### config.mk
export PLATFORM = sky130hd
export DESIGN_NAME = conf_reg_loader
export DESIGN_NICKNAME = d
export VERILOG_FILES = /design/src/rtl/parameters.sv /design/src/rtl/conf_reg_loader.sv
export SDC_FILE = /design/constraint.sdc
export NUM_CORES = 1
export LEC_CHECK = 0
export CAP_MARGIN = 20
export CORE_MARGIN = 1.5
export CORE_UTILIZATION = 40
export CTS_CLUSTER_SIZE = 30
export DETAILED_ROUTE_END_ITERATION = 12
export PLACE_DENSITY = 0.75
export SYNTH_ARGS = -nofsm -noshare
export SYNTH_HDL_FRONTEND = slang
export SYNTH_SLANG_ARGS = --single-unit
### constraint.sdc
create_clock -name clk -period 3.95 [get_ports clk]
set_clock_uncertainty 0.05 [all_clocks]
set_input_delay 0.79 -clock clk [delete_from_list [all_inputs] [get_ports clk]]
set_output_delay 0.79 -clock clk [all_outputs]
set_load 0.01 [all_outputs]
### src/rtl/parameters.sv
// Shared configuration constants and state encoding for the
// configuration register loader.
package parameters;

    localparam int CONF_REGISTERS_SIZE = 16;

    typedef enum logic [1:0] {
        IDLE,
        LOAD,
        DRAIN,
        DONE
    } conf_ld_state_t;

endpackage

### src/rtl/conf_reg_loader.sv
// Streams a block of memory words into the configuration register
// file and shares its single write port with direct host writes.
module conf_reg_loader #(
    parameter int CONF_REGISTERS_SIZE = parameters::CONF_REGISTERS_SIZE,
    parameter int MEM_ADDR_W          = 16
) (
    input  logic                  clk,
    input  logic                  reset,
    input  logic                  start,
    input  logic [MEM_ADDR_W-1:0] src_base,
    input  logic [31:0]           dst_base,
    input  logic [7:0]            count,
    output logic                  busy,
    output logic                  done,
    output logic                  err,
    output logic                  mem_rd_en,
    output logic [MEM_ADDR_W-1:0] mem_rd_addr,
    input  logic [31:0]           mem_rd_data,
    input  logic                  host_valid,
    output logic                  host_ready,
    input  logic [31:0]           host_addr,
    input  logic [31:0]           host_data,
    output logic                  wr_en_ext,
    output logic [31:0]           wr_addr_ext,
    output logic [31:0]           wr_data_ext
);

    import parameters::*;

    localparam logic [32:0] SIZE33 = 33'(CONF_REGISTERS_SIZE);

    conf_ld_state_t state;

    logic [31:0] dst_q;
    logic [7:0]  cnt_q;
    logic [7:0]  k_q;

    logic        ld_wr_q;
    logic [31:0] ld_addr_q;
    logic        host_wr_q;
    logic [31:0] host_addr_q;
    logic [31:0] host_data_q;

    logic [32:0] ld_sum;
    logic        ld_oor;
    logic        host_oor;
    logic        host_acc;
    logic        last_rd;

    // Destination index of the read in flight; the carry bit
    // catches 32-bit wrap-around so it counts as out of range.
    always_comb begin
        ld_sum   = {1'b0, dst_q} + {25'b0, k_q};
        ld_oor   = ld_sum >= SIZE33;
        host_oor = {1'b0, host_addr} >= SIZE33;
        host_ready = (state == IDLE) && !start;
        host_acc = host_valid && host_ready;
        last_rd  = k_q == (cnt_q - 8'd1);
    end

    // Load sequencer with registered status and read strobe.
    always_ff @(posedge clk or negedge reset) begin
        if (!reset) begin
            state       <= IDLE;
            busy        <= 1'b0;
            done        <= 1'b0;
            err         <= 1'b0;
            mem_rd_en   <= 1'b0;
            mem_rd_addr <= '0;
            dst_q       <= '0;
            cnt_q       <= '0;
            k_q         <= '0;
        end else begin
            done <= 1'b0;
            unique case (state)
                IDLE: begin
                    if (start) begin
                        err   <= 1'b0;
                        busy  <= 1'b1;
                        dst_q <= dst_base;
                        cnt_q <= count;
                        k_q   <= '0;
                        if (count != 8'd0) begin
                            state       <= LOAD;
                            mem_rd_en   <= 1'b1;
                            mem_rd_addr <= src_base;
                        end else begin
                            state <= DONE;
                            done  <= 1'b1;
                        end
                    end else if (host_acc && host_oor) begin
                        err <= 1'b1;
                    end
                end
                LOAD: begin
                    if (ld_oor) begin
                        err <= 1'b1;
                    end
                    if (last_rd) begin
                        state     <= DRAIN;
                        mem_rd_en <= 1'b0;
                    end else begin
                        k_q         <= k_q + 8'd1;
                        mem_rd_addr <= mem_rd_addr + MEM_ADDR_W'(1);
                    end
                end
                DRAIN: begin
                    state <= DONE;
                    done  <= 1'b1;
                end
                DONE: begin
                    state <= IDLE;
                    busy  <= 1'b0;
                end
                default: state <= IDLE;
            endcase
        end
    end

    // Write pipeline: one stage each for loader reads and host beats.
    always_ff @(posedge clk or negedge reset) begin
        if (!reset) begin
            ld_wr_q     <= 1'b0;
            ld_addr_q   <= '0;
            host_wr_q   <= 1'b0;
            host_addr_q <= '0;
            host_data_q <= '0;
        end else begin
            ld_wr_q   <= mem_rd_en && !ld_oor;
            ld_addr_q <= ld_sum[31:0];
            host_wr_q <= host_acc && !host_oor;
            if (host_acc) begin
                host_addr_q <= host_addr;
                host_data_q <= host_data;
            end
        end
    end

    // Host beats and loader writes never overlap, so a simple
    // select on the host stage is enough for the shared port.
    always_comb begin
        wr_en_ext   = ld_wr_q || host_wr_q;
        wr_addr_ext = host_wr_q ? host_addr_q : ld_addr_q;
        wr_data_ext = host_wr_q ? host_data_q : mem_rd_data;
    end

endmodule

==> out/metrics.json, run 1 <==
{
  "multi_input_comb_area_um2": 4205,
  "synth_ff_type": "dfrtp_1",
  "floorplan.initialDensity_pct": 40.83,
  "clock_latency_ps": 420,
  "largest_net_degree_at_the_start_of_global_routing": 83,
  "grt.overflow.total": 0,
  "fillCellCount": 1829,
  "critPathLaunchType": "register",
  "critical_path.cell_chain": "ha_1, fa_1, a211oi_1, o21ai_1, xor2_1, or3_1, or4_1, nor4_1, and4_1, a31oi_1",
  "hold_path.class": "input pin to async pin",
  "numClockSinks": 168,
  "post_cts_resized": 0,
  "grt_pass1_vias": 6554,
  "worst-endpoint-required_ps": 4170,
  "placement.setup.worst_slack_ps": 666.9,
  "fp.dieW_um": 149.7,
  "critical_path_peak_fanout": 7,
  "timing_hold_violations_final": 0,
  "placement.io_buffers": 241,
  "post_synth_inst_count": 743,
  "via_density_per_instance": 5.186,
  "leakage_nw": 4.869,
  "finalSetupViolCount": 0,
  "detailedRoute.firstPassIterationCount": 4,
  "detailroute.via_count": 6571,
  "critical_path_top_delay_cell": "dfrtp_1",
  "first_iter_violations": 290,
  "rsz0062_at_grt": "no",
  "cts_made_buffers": 17,
  "fp-row-count": 53,
  "grt_first_pass_wirelength_um": 35020,
  "number_of_antenna_violations_at_the_first_check_in_global_routing": 0,
  "setup_total_negative_slack_ps": 0,
  "number_of_placed_i_o_pins": 242,
  "synthesis.area_um2": 8611,
  "grtUsageTotal_pct": 19.95,
  "timing.slew.headroom_pct": 48.47,
  "number_of_distinct_standard_cells_referenced_by_the_synthesized_netlist": 61,
  "holdWs_ps": 362.5,
  "max-clock-path-buffers": 2,
  "p_per_area_nw_per_um2": 673.9,
  "synth.area.top_cells": "dfrtp_1 49%, mux2_2 22%, xnor2_1 3.1%, nand2_1 2.6%, ha_1 2.2%",
  "synth_top_area_share_pct": 48.82,
  "fin_crit_period_ps": 3265,
  "final_critical_path_setup_slack_ps": 684.9,
  "core_area_um2": 21090,
  "finalWirelength_um": 22270,
  "gp_routability_congestion": 0.8694,
  "synth-async-reset-ratio_pct": 100.0,
  "area_growth_syn_to_layout_pct": 38.77,
  "root_buffer_master": "clkbuf_16",
  "post-cts-setup-buffers": 0,
  "synth-edff-count": 0,
  "sequential_cell_area_fraction_in_the_yosys_report_pct": 48.82,
  "postSynthRegisterBits": 168,
  "fin_crit_sh_pct": 82.66,
  "drcViolationCount": 0,
  "drv.max_cap_violation_count": 0,
  "worst_slew_pin_slew_ps": 773.0,
  "route.antenna.remaining_nets": 0,
  "critPathKind": "register to register",
  "slew_viol_final": 0,
  "fin_nets": 1151,
  "die_height_um": 149.7,
  "vdd_ir_drop_max_uv": 357.9,
  "critPathArrivalTime_ps": 3480,
  "achievable-frequency_mhz": 306.3,
  "hold_buffers": 0,
  "die_ar_um2": 22420,
  "synth_fp_nets": 915,
  "syn_avg_cell_area_um2": 11.59,
  "cp-end-kind": "register",
  "layout-drive-gt1-share_pct": 22.88,
  "seqCellArea_um2": 4205,
  "number_of_antenna_diodes": 0,
  "status": "finished clean",
  "cts_tree": "yes",
  "hpwlAfterDp_um": 16750,
  "routed_wire_length_per_instance_um": 17.57,
  "yosys_warnings": 0,
  "clk_transition_reported_paths_ps": 60,
  "ctsHtreeMaxLevel": 4,
  "final_cell_mix": "240 x clkdlybuf4s50_1, 168 x mux2_2, 167 x dfrtp_1, 58 x nand2_1, 43 x nor2_1",
  "worst_path_largest_cell_delay_ps": 470,
  "synth_area_leader_cell": "dfrtp_1",
  "layout.cells.most_common": "clkdlybuf4s50_1"
}
## layer usage
metal / up-vias / wire, µm / part of all wire, % / track usage, %
met2: 163 / 11110 / 50 / 33.99
met5: - / 0 / 0 / 0
met3: 16 / 1122 / 5.0 / 2.988
met1: 3230 / 9794 / 44 / 26.55
li1: 3162 / - / - / -
met4: 0 / 244 / 1.1 / 5.196
## area by class of cell
type	instances	share of cell area (%)
multi-input combinational	525	35.19
timing repair buffer	253	21.27
clock inverter	14	1.351
clock buffer	18	3.675
tap	275	2.880
inverter	14	0.4398
sequential	168	35.19
## critical path, delay by kind of cell, from the launching register on
family	cells	cell delay, ps
XOR/XNOR	1	180
adder cells (fa/ha/maj)	2	700
flip-flops	1	470
AO/OA/AOI/OAI	3	520
AND/OR/NAND/NOR	4	1200
## metrics by stage
stage          util, %  cells  power, mW  instance area, µm²
3_5_place_dp     53.82   1235      6.405               11350
2_1_floorplan        -    743      4.997                8611
3_3_place_gp     53.82   1235      6.301               11350
6_report         56.66   1267      8.053               11950
4_1_cts          56.66   1267      8.128               11950
5_1_grt          56.66   1267      8.573               11950
## power by group
part / switching [mW] / total (mW) / internal (mW)
clock network: 0.725 / 1.69 / 0.965
registers: 0.675 / 3.22 / 2.54
logic: 1.36 / 3.15 / 1.78
## cell usage after synthesis, types with 5 or more instances
library cell and count:
nand4_1 7, o21ai_0 13, nand2_1 59, a21oi_1 16
nor3_1 9, inv_1 12, xor2_1 19, a31oi_1 5
mux2i_1 5, mux2_2 168, dfrtp_1 168, o21ai_1 15
nor2_1 43, xnor2_1 30, nand3_1 21, o211ai_1 11
ha_1 15, and3_1 8, clkbuf_1 31, nor4_1 17
## sequential cells by signal, summed over array words and instances, names as in the netlist, 2 cells and up
register     cells
cnt_q            8
mem_rd_addr     16
host_addr_q     32
host_data_q     32
k_q              8
ld_addr_q       32
dst_q           32
state            2
## cells by family after synthesis
logic type / share of synthesized area [%]
buffers and inverters: 2.368
and+or+nand+nor: 11.03
xor gates and xnor gates: 5.173
AOI/OAI and AO/OA: 7.643
DFF: 48.82
muxes: 22.55
adders and majority gates: 2.412
## path summary, 6_finish.rpt
| check | start | endpoint | slack (ps) | cells past startpoint |
|---|---|---|---|---|
| max | k_q[0]$_DFFE_PN0P_ | err$_DFFE_PN0P_ | 680 | 10 |
| min | reset | dst_q[21]$_DFFE_PN0P_ | 360 | 1 |
| max reg2reg | k_q[0]$_DFFE_PN0P_ | err$_DFFE_PN0P_ | 680 | 10 |
| min reg2reg | host_addr_q[12]$_DFFE_PN0P_ | host_addr_q[12]$_DFFE_PN0P_ | 450 | 1 |
| max in group asynchronous | reset | host_data_q[5]$_DFFE_PN0P_ | 2590 | 2 |
| min in group clk | host_addr_q[12]$_DFFE_PN0P_ | host_addr_q[12]$_DFFE_PN0P_ | 450 | 1 |
(Power assumes the default switching activity.)
==> inputs of run 2 (changes only) <==
Settings changed: PLACE_DENSITY 0.75 to 0.77.
Clock period 3.95 ns to 2.8 ns, I/O delays scaled along.
==> run 2 against run 1 <==
The run now ends with negative setup slack left; design area grew 3.7%; sequential power up 38%; global-route usage barely moved; cell count grew 3.7%; routed wire length rose by 0.27%; non-clock buffer count is 46 higher; total power increased by 47%; fmax is 10% higher; via count up 2.5%; sequential share of layout area down 1.2 points; largest power group is now combinational logic.
==> out/metrics.json, run 2 (same netlist as run 1, synthesis figures left out) <==
{
  "final_critical_path_setup_slack": {"value": -168.2, "unit": "ps", "change": "was 684.9 ps"},
  "clk_transition_reported_paths": {"value": 70, "unit": "ps", "change": "was 60 ps"},
  "worst-r2r-setup-slack": {"value": -170, "unit": "ps", "change": "was 680 ps"},
  "critPathKind": {"value": "register to register", "change": "unchanged"},
  "first_iter_violations": {"value": 310, "change": "was 290"},
  "multi_input_comb_area": {"value": 4245, "unit": "µm²", "change": "was 4205 µm²"},
  "drv.max_cap_violation_count": {"value": 0, "change": "unchanged"},
  "fin_crit_sh": {"value": 106.0, "unit": "%", "change": "was 82.66%"},
  "max-clock-path-buffers": {"value": 2, "change": "unchanged"},
  "layout.cells.most_common": {"value": "clkdlybuf4s50_1", "change": "unchanged"},
  "routed_wire_length_per_instance": {"value": 16.99, "unit": "µm", "change": "was 17.57 µm"},
  "number_of_placed_i_o_pins": {"value": 242, "change": "unchanged"},
  "violations": "negative setup slack",
  "area_growth_syn_to_layout": {"value": 43.85, "unit": "%", "change": "was 38.77%"},
  "rsz0062_at_grt": {"value": "yes", "change": "was no"},
  "worst_slew_pin_slew": {"value": 579.6, "unit": "ps", "change": "was 773.0 ps"},
  "hold_path.class": {"value": "input pin to async pin", "change": "unchanged"},
  "critPathLaunchType": {"value": "register", "change": "unchanged"},
  "achievable-frequency": {"value": 336.9, "unit": "MHz", "change": "was 306.3 MHz"},
  "finalSetupViolCount": {"value": 2, "change": "was 0"},
  "detailroute.via_count": {"value": 6738, "change": "was 6,571"},
  "cp-end-kind": {"value": "register", "change": "unchanged"},
  "die_height": {"value": 149.7, "unit": "µm", "change": "unchanged"},
  "r2r-start": {"value": "dst_q[0]$_DFFE_PN0P_", "change": "was k_q[0]$_DFFE_PN0P_"},
  "gp_routability_congestion": {"value": 0.8691, "change": "was 0.8694"},
  "r2r_end": {"value": "err$_DFFE_PN0P_", "change": "unchanged"},
  "status": {"value": "finished, violations left", "change": "was finished clean"},
  "slew_viol_final": {"value": 0, "change": "unchanged"},
  "vdd_ir_drop_max": {"value": 466.8, "unit": "µV", "change": "was 357.9 µV"},
  "core_area": {"value": 21090, "unit": "µm²", "change": "unchanged"},
  "detailedRoute.firstPassIterationCount": {"value": 5, "change": "was 4"},
  "layout-drive-gt1-share": {"value": 27.07, "unit": "%", "change": "was 22.88%"},
  "fp-row-count": {"value": 53, "change": "unchanged"},
  "ctsHtreeMaxLevel": {"value": 4, "change": "unchanged"},
  "largest_net_degree_at_the_start_of_global_routing": {"value": 76, "change": "was 83"},
  "setup_total_negative_slack": {"value": -274.1, "unit": "ps", "change": "was 0 ps"},
  "worstRegToRegCells": {"value": 11, "change": "was 10"},
  "seqCellArea": {"value": 4205, "unit": "µm²", "change": "unchanged"},
  "fillCellCount": {"value": 1768, "change": "was 1,829"},
  "worst-endpoint-required": {"value": 3020, "unit": "ps", "change": "was 4170 ps"},
  "final_cell_mix": {"value": "240 x clkdlybuf4s50_1, 168 x mux2_2, 167 x dfrtp_1, 57 x nand2_1, 53 x buf_4", "change": "was 240 x clkdlybuf4s50_1, 168 x mux2_2, 167 x dfrtp_1, 58 x nand2_1, 43 x nor2_1"},
  "grt_first_pass_wirelength": {"value": 34800, "unit": "µm", "change": "was 35,020 µm"},
  "timing.slew.headroom": {"value": 61.36, "unit": "%", "change": "was 48.47%"},
  "fp.dieW": {"value": 149.7, "unit": "µm", "change": "unchanged"},
  "p_per_area": {"value": 955.1, "unit": "nW/µm²", "change": "was 673.9 nW/µm²"},
  "placement.io_buffers": {"value": 241, "change": "unchanged"},
  "totalPowerFinal": {"value": 11.83, "unit": "mW", "change": "was 8.053 mW"},
  "cts_tree": {"value": "yes", "change": "unchanged"},
  "cts_made_buffers": {"value": 17, "change": "unchanged"},
  "fin_crit_period": {"value": 2968, "unit": "ps", "change": "was 3265 ps"},
  "grtUsageTotal": {"value": 20.00, "unit": "%", "change": "was 19.95%"},
  "drcViolationCount": {"value": 0, "change": "unchanged"},
  "root_buffer_master": {"value": "clkbuf_16", "change": "unchanged"},
  "grt.overflow.total": {"value": 0, "change": "unchanged"},
  "finalWirelength": {"value": 22330, "unit": "µm", "change": "was 22,270 µm"},
  "leakage": {"value": 5.118, "unit": "nW", "change": "was 4.869 nW"},
  "number_of_antenna_violations_at_the_first_check_in_global_routing": {"value": 0, "change": "unchanged"},
  "grt_pass1_vias": {"value": 6699, "change": "was 6,554"},
  "timing_hold_violations_final": {"value": 0, "change": "unchanged"},
  "critPathArrivalTime": {"value": 3180, "unit": "ps", "change": "was 3480 ps"},
  "critical_path_peak_fanout": {"value": 2, "change": "was 7"},
  "fin_nets": {"value": 1197, "change": "was 1,151"},
  "numClockSinks": {"value": 168, "change": "unchanged"},
  "hpwlAfterDp": {"value": 16910, "unit": "µm", "change": "was 16,750 µm"},
  "via_density_per_instance": {"value": 5.128, "change": "was 5.186"},
  "die_ar": {"value": 22420, "unit": "µm²", "change": "unchanged"},
  "floorplan.initialDensity": {"value": 40.83, "unit": "%", "change": "unchanged"},
  "placement.setup.worst_slack": {"value": -232.9, "unit": "ps", "change": "was 666.9 ps"},
  "route.antenna.remaining_nets": {"value": 0, "change": "unchanged"},
  "clock_latency": {"value": 420, "unit": "ps", "change": "about the same"}
}
-- run 2: repair_timing --
item / CTS / global route
gates resized for setup: 0 / 5
pin swaps: 4 / 3
setup endpoints to repair: 2 / 2
cloned: 0 / 0
setup buffers: 2 / 0
hold buffers: 0 / 0
-- run 2: where the power goes --
| group | leakage [nW] | switching [mW] | internal [mW] |
|---|---|---|---|
| logic | 2.80 | 2.10 | 2.81 |
| registers | 2.02 | 0.846 | 3.59 |
| clock network | 0.299 | 1.03 | 1.45 |
-- run 2: area by class of cell --
class / count / area share (%)
Timing Repair Buffer: 299 / 23.50
Multi-Input combinational cell: 525 / 34.27
Sequential cell: 168 / 33.95
Clock buffer: 18 / 3.545
Antenna cell: 1 / 0.02020
Inverter: 14 / 0.4242
Tap cell: 275 / 2.778
Clock inverter: 14 / 1.505
-- run 2: worst max path at each step --
stage               slack, ps         endpoint  cells after the start                  from
floorplan                 -60  err$_DFFE_PN0P_                     11    k_q[0]$_DFFE_PN0P_
global placement         -180  err$_DFFE_PN0P_                     10  dst_q[0]$_DFFE_PN0P_
detailed placement       -230  err$_DFFE_PN0P_                     10  dst_q[0]$_DFFE_PN0P_
CTS                      -210  err$_DFFE_PN0P_                     10  dst_q[0]$_DFFE_PN0P_
global route             -290  err$_DFFE_PN0P_                     10  dst_q[0]$_DFFE_PN0P_
finish                   -170  err$_DFFE_PN0P_                     11  dst_q[0]$_DFFE_PN0P_
-- run 2: layer usage --
| layer | up-vias | global-route usage, % | routed length, µm |
|---|---|---|---|
| met5 | - | 0 | 0 |
| met4 | 0 | 6.078 | 212 |
| met3 | 14 | 3.506 | 1165 |
| met2 | 198 | 33.43 | 11000 |
| met1 | 3274 | 26.48 | 9954 |
| li1 | 3252 | - | - |
-- run 2: through the flow --
step | util, % | area [µm²] | std cells | hold slack, ps
after CTS | 58.60 | 12360 | 1313 | 57.98
after detailed placement | 55.56 | 11720 | 1279 | 437.0
after global placement | 55.56 | 11720 | 1279 | 432.3
after floorplan | - | 8631 | 743 | 214.4
after global routing | 58.73 | 12380 | 1313 | 92.05
final | 58.74 | 12390 | 1314 | 52.45
-- run 2: worst max-delay path, cell delays in order (launching register included) --
cell	delay, ps
dfrtp_1	380
ha_2	200
fa_2	370
buf_4	150
a21o_1	140
a21oi_1	180
xnor2_1	110
or3_1	330
or4_4	420
nor4_2	130
and4_1	270
a31oi_1	100
